$ cat src/rtl/cpu_div_pkg.sv
// Shared types and sizing helpers for the iterative divider.
package cpu_div_pkg;

    typedef enum logic [1:0] {
        DIV_IDLE,
        DIV_RUN,
        DIV_FIX
    } div_state_t;

    function automatic int unsigned div_iter(input int unsigned width,
                                             input int unsigned bits_per_cycle);
        return width / bits_per_cycle;
    endfunction

    function automatic int unsigned div_cnt_w(input int unsigned iter);
        return int'($clog2(iter + 1));
    endfunction

endpackage

$ cat src/rtl/cpu_div_step.sv
// One combinational restoring-division step: shift in the next dividend bit,
// trial-subtract the divisor, keep the difference when it does not borrow.
module cpu_div_step #(
    parameter int unsigned WIDTH = 32
) (
    input  logic [WIDTH-1:0] rem_in,
    input  logic [WIDTH-1:0] quo_in,
    input  logic [WIDTH-1:0] divisor,
    output logic [WIDTH-1:0] rem_out,
    output logic [WIDTH-1:0] quo_out
);

    logic [WIDTH:0] w_trial;
    logic [WIDTH:0] w_diff;

    // The partial remainder is always below the divisor, so WIDTH+1 bits suffice.
    assign w_trial = {rem_in, quo_in[WIDTH-1]};
    assign w_diff  = w_trial - {1'b0, divisor};

    always_comb begin
        rem_out = w_trial[WIDTH-1:0];
        quo_out = {quo_in[WIDTH-2:0], 1'b0};
        if (!w_diff[WIDTH]) begin
            rem_out = w_diff[WIDTH-1:0];
            quo_out = {quo_in[WIDTH-2:0], 1'b1};
        end
    end

endmodule

$ cat src/rtl/cpu_divider_n.sv
// Iterative signed/unsigned divider retiring BITS_PER_CYCLE quotient bits per
// cycle, with single-cycle divide-by-zero and overflow fast paths.
module cpu_divider_n
    import cpu_div_pkg::*;
#(
    parameter int unsigned WIDTH          = 32,
    parameter int unsigned BITS_PER_CYCLE = 1
) (
    input  logic             clock,
    input  logic             reset,
    input  logic             start,
    input  logic             abort,
    input  logic             signed_div,
    input  logic [WIDTH-1:0] data_a,
    input  logic [WIDTH-1:0] data_b,
    output logic             busy,
    output logic             done,
    output logic [WIDTH-1:0] quotient,
    output logic [WIDTH-1:0] remainder,
    output logic             div_by_zero
);

    localparam int unsigned ITER  = div_iter(WIDTH, BITS_PER_CYCLE);
    localparam int unsigned CNT_W = div_cnt_w(ITER);
    localparam logic [WIDTH-1:0] MIN_VAL = {1'b1, {(WIDTH-1){1'b0}}};

    div_state_t       r_state;
    div_state_t       w_state_nxt;
    logic [CNT_W-1:0] r_cnt;
    logic [WIDTH-1:0] r_rem;
    logic [WIDTH-1:0] r_quo;
    logic [WIDTH-1:0] r_div;
    logic             r_neg_q;
    logic             r_neg_r;
    logic [WIDTH-1:0] r_quotient;
    logic [WIDTH-1:0] r_remainder;
    logic             r_done;
    logic             r_dbz;

    logic             w_accept;
    logic             w_a_neg;
    logic             w_b_neg;
    logic [WIDTH-1:0] w_a_mag;
    logic [WIDTH-1:0] w_b_mag;
    logic             w_b_zero;
    logic             w_ovf;
    logic             w_fast;

    logic [WIDTH-1:0] w_rem_c [0:BITS_PER_CYCLE];
    logic [WIDTH-1:0] w_quo_c [0:BITS_PER_CYCLE];

    assign w_accept = start && !abort && (r_state == DIV_IDLE);
    assign w_a_neg  = signed_div && data_a[WIDTH-1];
    assign w_b_neg  = signed_div && data_b[WIDTH-1];
    // Negating MIN yields MIN, which is exactly |MIN| read as unsigned.
    assign w_a_mag  = w_a_neg ? -data_a : data_a;
    assign w_b_mag  = w_b_neg ? -data_b : data_b;
    assign w_b_zero = (data_b == '0);
    assign w_ovf    = signed_div && (data_a == MIN_VAL) && (data_b == '1);
    assign w_fast   = w_b_zero || w_ovf;

    assign w_rem_c[0] = r_rem;
    assign w_quo_c[0] = r_quo;

    for (genvar g = 0; g < BITS_PER_CYCLE; g++) begin : g_step
        cpu_div_step #(
            .WIDTH(WIDTH)
        ) u_step (
            .rem_in (w_rem_c[g]),
            .quo_in (w_quo_c[g]),
            .divisor(r_div),
            .rem_out(w_rem_c[g+1]),
            .quo_out(w_quo_c[g+1])
        );
    end

    always_comb begin
        w_state_nxt = r_state;
        unique case (r_state)
            DIV_IDLE: if (w_accept && !w_fast) w_state_nxt = DIV_RUN;
            DIV_RUN:  if (r_cnt == CNT_W'(1)) w_state_nxt = DIV_FIX;
            DIV_FIX:  w_state_nxt = DIV_IDLE;
            default:  w_state_nxt = DIV_IDLE;
        endcase
        if (abort) w_state_nxt = DIV_IDLE;
    end

    always_ff @(posedge clock) begin
        if (reset) r_state <= DIV_IDLE;
        else       r_state <= w_state_nxt;
    end

    always_ff @(posedge clock) begin
        if (reset) begin
            r_cnt       <= '0;
            r_rem       <= '0;
            r_quo       <= '0;
            r_div       <= '0;
            r_neg_q     <= 1'b0;
            r_neg_r     <= 1'b0;
            r_quotient  <= '0;
            r_remainder <= '0;
            r_done      <= 1'b0;
            r_dbz       <= 1'b0;
        end else begin
            unique case (r_state)
                DIV_IDLE: begin
                    if (w_accept) begin
                        r_done <= 1'b0;
                        r_dbz  <= 1'b0;
                        if (w_b_zero) begin
                            r_quotient  <= '1;
                            r_remainder <= data_a;
                            r_done      <= 1'b1;
                            r_dbz       <= 1'b1;
                        end else if (w_ovf) begin
                            r_quotient  <= MIN_VAL;
                            r_remainder <= '0;
                            r_done      <= 1'b1;
                        end else begin
                            r_cnt   <= CNT_W'(ITER);
                            r_rem   <= '0;
                            r_quo   <= w_a_mag;
                            r_div   <= w_b_mag;
                            r_neg_q <= w_a_neg ^ w_b_neg;
                            r_neg_r <= w_a_neg;
                        end
                    end
                end
                DIV_RUN: begin
                    r_rem <= w_rem_c[BITS_PER_CYCLE];
                    r_quo <= w_quo_c[BITS_PER_CYCLE];
                    r_cnt <= r_cnt - CNT_W'(1);
                end
                DIV_FIX: begin
                    r_quotient  <= r_neg_q ? -r_quo : r_quo;
                    r_remainder <= r_neg_r ? -r_rem : r_rem;
                    r_done      <= 1'b1;
                end
                default: ;
            endcase
            if (abort) begin
                r_done <= 1'b0;
                r_dbz  <= 1'b0;
            end
        end
    end

    assign busy        = (r_state != DIV_IDLE);
    assign done        = r_done;
    assign quotient    = r_quotient;
    assign remainder   = r_remainder;
    assign div_by_zero = r_dbz;

endmodule

$ cat config.mk
export PLATFORM = sky130hd
export DESIGN_NAME = cpu_divider_n
export DESIGN_NICKNAME = d
export VERILOG_FILES = /design/src/rtl/cpu_div_pkg.sv /design/src/rtl/cpu_div_step.sv /design/src/rtl/cpu_divider_n.sv
export SDC_FILE = /design/constraint.sdc
export NUM_CORES = 1
export LEC_CHECK = 0
export BUFFER_PORTS_ARGS = -buffer_cell sky130_fd_sc_hd__buf_2
export CAP_MARGIN = 20
export CORE_UTILIZATION = 45
export DETAILED_ROUTE_END_ITERATION = 10
export SYNTH_ARGS = -nofsm -noshare
export SYNTH_HDL_FRONTEND = slang
export SYNTH_SLANG_ARGS = --single-unit
$ cat constraint.sdc
create_clock -name clock -period 4.5 [get_ports clock]
set_clock_uncertainty 0.05 [all_clocks]
set_input_delay 0.225 -clock clock [delete_from_list [all_inputs] [get_ports clock]]
set_output_delay 0.225 -clock clock [all_outputs]
set_load 0.01 [all_outputs]
==> results by group <==
GRT
  – Vias in the first global route: 9895
  – Grt total ovfl: 0
  – Global-route wire length before repair: 54000 µm
  – Largest net degree at the start of global routing: 75
  – GRT Util Overall: 26.5%
  – Initial antenna violation count: 0

Run status
  – Status: finished clean

Logic synthesis
  – Yosys warns: 0
  – Sequential share of the synthesized area: 31.1%
  – EDFF count, synth: 0
  – Syn avg cell area: 7.84 µm²
  – Synth top cells by count: nor2_1, dfxtp_1, nand2_1
  – Post-synth ARST share: 0%
  – Netlist cell types: 64
  – Synthesized area: 11100 µm²
  – Synth Register Bits: 172
  – Most numerous cell in the Yosys netlist: nor2_1
  – Synth top area share: 31.1%
  – Net Count, Synth: 1519
  – Syn Inst Count: 1410
  – Cell taking the most area after synthesis: dfxtp_1
  – Main synth FF type: dfxtp_1
  – Synth area leaders: dfxtp_1, nor2_1, xnor2_1, xor2_1, a21oi_1

Drt
  – Vias after detailed routing: 10800
  – Vias/cell: 5.93
  – Avg WL per Cell: 18.6 µm
  – Antenna viol nets, final: 0
  – Final WL: 33800 µm
  – Drt pass-1 iters: 7
  – Drt first-iter violations: 983
  – Drt drc: 0

Power and ir drop
  – Comb pwr share: 17.1%
  – Final Power: 3.68 mW
  – Internal power: 2.53 mW
  – Clock Power Share: 39.3%
  – Worst vdd ir: 0.230 mV
  – Psw: 1.14 mW
  – Sw Ratio: 31.1%
  – Leakage: 4.98 nW
  – Seq pwr share: 43.7%
  – Pwr Density: 293 nW/µm²

Clock tree
  – Clock Pin Slew Worst Setup and Hold Paths: 70 ps
  – CTS Root Cell: clkbuf_16
  – Post-CTS setup buffers: 0
  – Clock latency on the worst-skew pair: 440 ps
  – Clk sink count: 172
  – H-tree depth: 4
  – Cts bufs inserted: 17
  – CTS tree: yes
  – Post-CTS sizing: 0
  – Clock buffer depth: 2
  – Hold-fix buffers, CTS: 1

Worst setup path
  – Worst setup EP type: register
  – CP Class: reg -> reg
  – Arrival @ worst endpoint: 3910 ps
  – WP data required: 4770 ps
  – Critical Path Source Type: register
  – Crit path max fanout: 16

Job
  – Max-cap violations: 0

STA
  – Fmax: 275 MHz
  – Final Hold Slack: 22.6 ps
  – Setup_tns: 0 ps
  – Slew margin rel.: 31.2%
  – Final Hold Fails: 0
  – Part of the cycle the worst path needs: 80.8%
  – RSZ-0062 raised after global routing: no
  – Tmin final: 3640 ps
  – Setup Viol. Count Final: 0
  – Slew Viols, Final: 0
  – Worst-Margin Slew: 1030 ps
  – Worst setup slack after layout: 862 ps

Place
  – Placed cell area: 11900 µm²
  – Hpwl dp: 25400 µm
  – Dpl ws: 913 ps
  – Port-buffer cells: 135
  – Dpl cells: 1781
  – Gpl congestion: 0.917

Finish
  – Final Cell Area: 12500 µm²
  – Final Util: 52.8%
  – Layout Nets: 1593
  – Layout cells sized above 1: 13.7%
  – Final std cells w/o fill: 1816
  – Area growth, synth to finish: 13.5%
  – Diodes inserted: 0

Floorplan
  – Starting Density: 46.5%
  – Chip Width: 159 µm
  – Core area: 23800 µm²
  – Die Y: 159 µm
  – Die ar.: 25200 µm²
  – FP Rows: 56
  – # IOs: 136

Worst hold path
  – Worst min path class: in -> reg
flip-flops by register name, summed over array words and instances (netlist names):
name / cells
r_div: 32
div_by_zero: 1
r_neg_r: 1
r_quo: 32
r_rem: 32
remainder: 32
r_cnt: 6
done: 1
r_neg_q: 1
r_state: 2
quotient: 32
cell usage in the layout (no fill, tap or decap), types with 18 or more instances in the layout:
cell | netlist | final
nand4_1 | 18 | 18
or4_1 | 18 | 18
a211oi_1 | 37 | 37
buf_2 | 5 | 134
ha_1 | 39 | 39
o21ai_1 | 26 | 26
xnor2_1 | 80 | 80
xor2_1 | 64 | 64
nor3_1 | 29 | 29
a222oi_1 | 29 | 29
o21ai_0 | 58 | 58
inv_1 | 55 | 55
dfxtp_1 | 172 | 172
nand3_1 | 22 | 22
a21oi_1 | 101 | 100
mux2i_1 | 23 | 23
a221oi_1 | 42 | 42
o31ai_1 | 21 | 21
nand2_1 | 107 | 107
nor2_1 | 195 | 192
logic make-up (layout without fill, tap and decap cells):
group | after synthesis | count (layout) | synth area share [%]
xor+xnor | 144 | 144 | 11.4
buf+inv | 149 | 236 | 5.11
fa+ha+maj | 40 | 40 | 4.59
flops | 172 | 172 | 31.1
compound gates | 414 | 414 | 26.0
mux | 23 | 23 | 2.08
simple gates | 468 | 468 | 19.7
critical path: stages (launching register included):
cell and delay, ps:
dfxtp_1 330, inv_1 90, ha_1 210, fa_1 400
nand2b_1 180, a21oi_1 240, o2111ai_1 270, a211o_1 380
a21oi_1 430, or2_1 530, nor4_1 100, a211o_1 300
per-layer routing:
layer  up-vias  track usage [%]  part of all wire (%)
li1       5315                -                     -
met4         0             10.2                   2.7
met1      5080             35.4                    46
met2       309             43.2                    47
met3        57             3.37                   4.4
met5         -                0                     0
power groups by stage:
stage | Clock [mW] | Sequential [mW] | Combinational [mW]
global route | 1.52 | 1.61 | 0.690
CTS | 1.46 | 1.61 | 0.619
detailed placement | 0 | 1.64 | 0.615
finish | 1.44 | 1.61 | 0.627
global placement | 0 | 1.64 | 0.614
floorplan | 0 | 1.63 | 0.438
final timing paths:
path                      from      endpoint  slack, ps  cells after the start
setup / recovery     r_quo[31]     r_rem[23]        860                     11
hold / removal       data_a[6]  remainder[6]         20                      3
setup reg to reg     r_quo[31]     r_rem[23]        860                     11
hold reg to reg   quotient[17]  quotient[17]        400                      2
area by class of cell:
type	count	area (µm²)
flip-flops and latches	172	3440
fillers	2318	11200
clock inverters	14	129
multi-input cells	1089	7090
inverters	55	206
well taps	319	399
clock buffers	18	429
repair buffers	149	851
(Power assumes the default switching activity.)
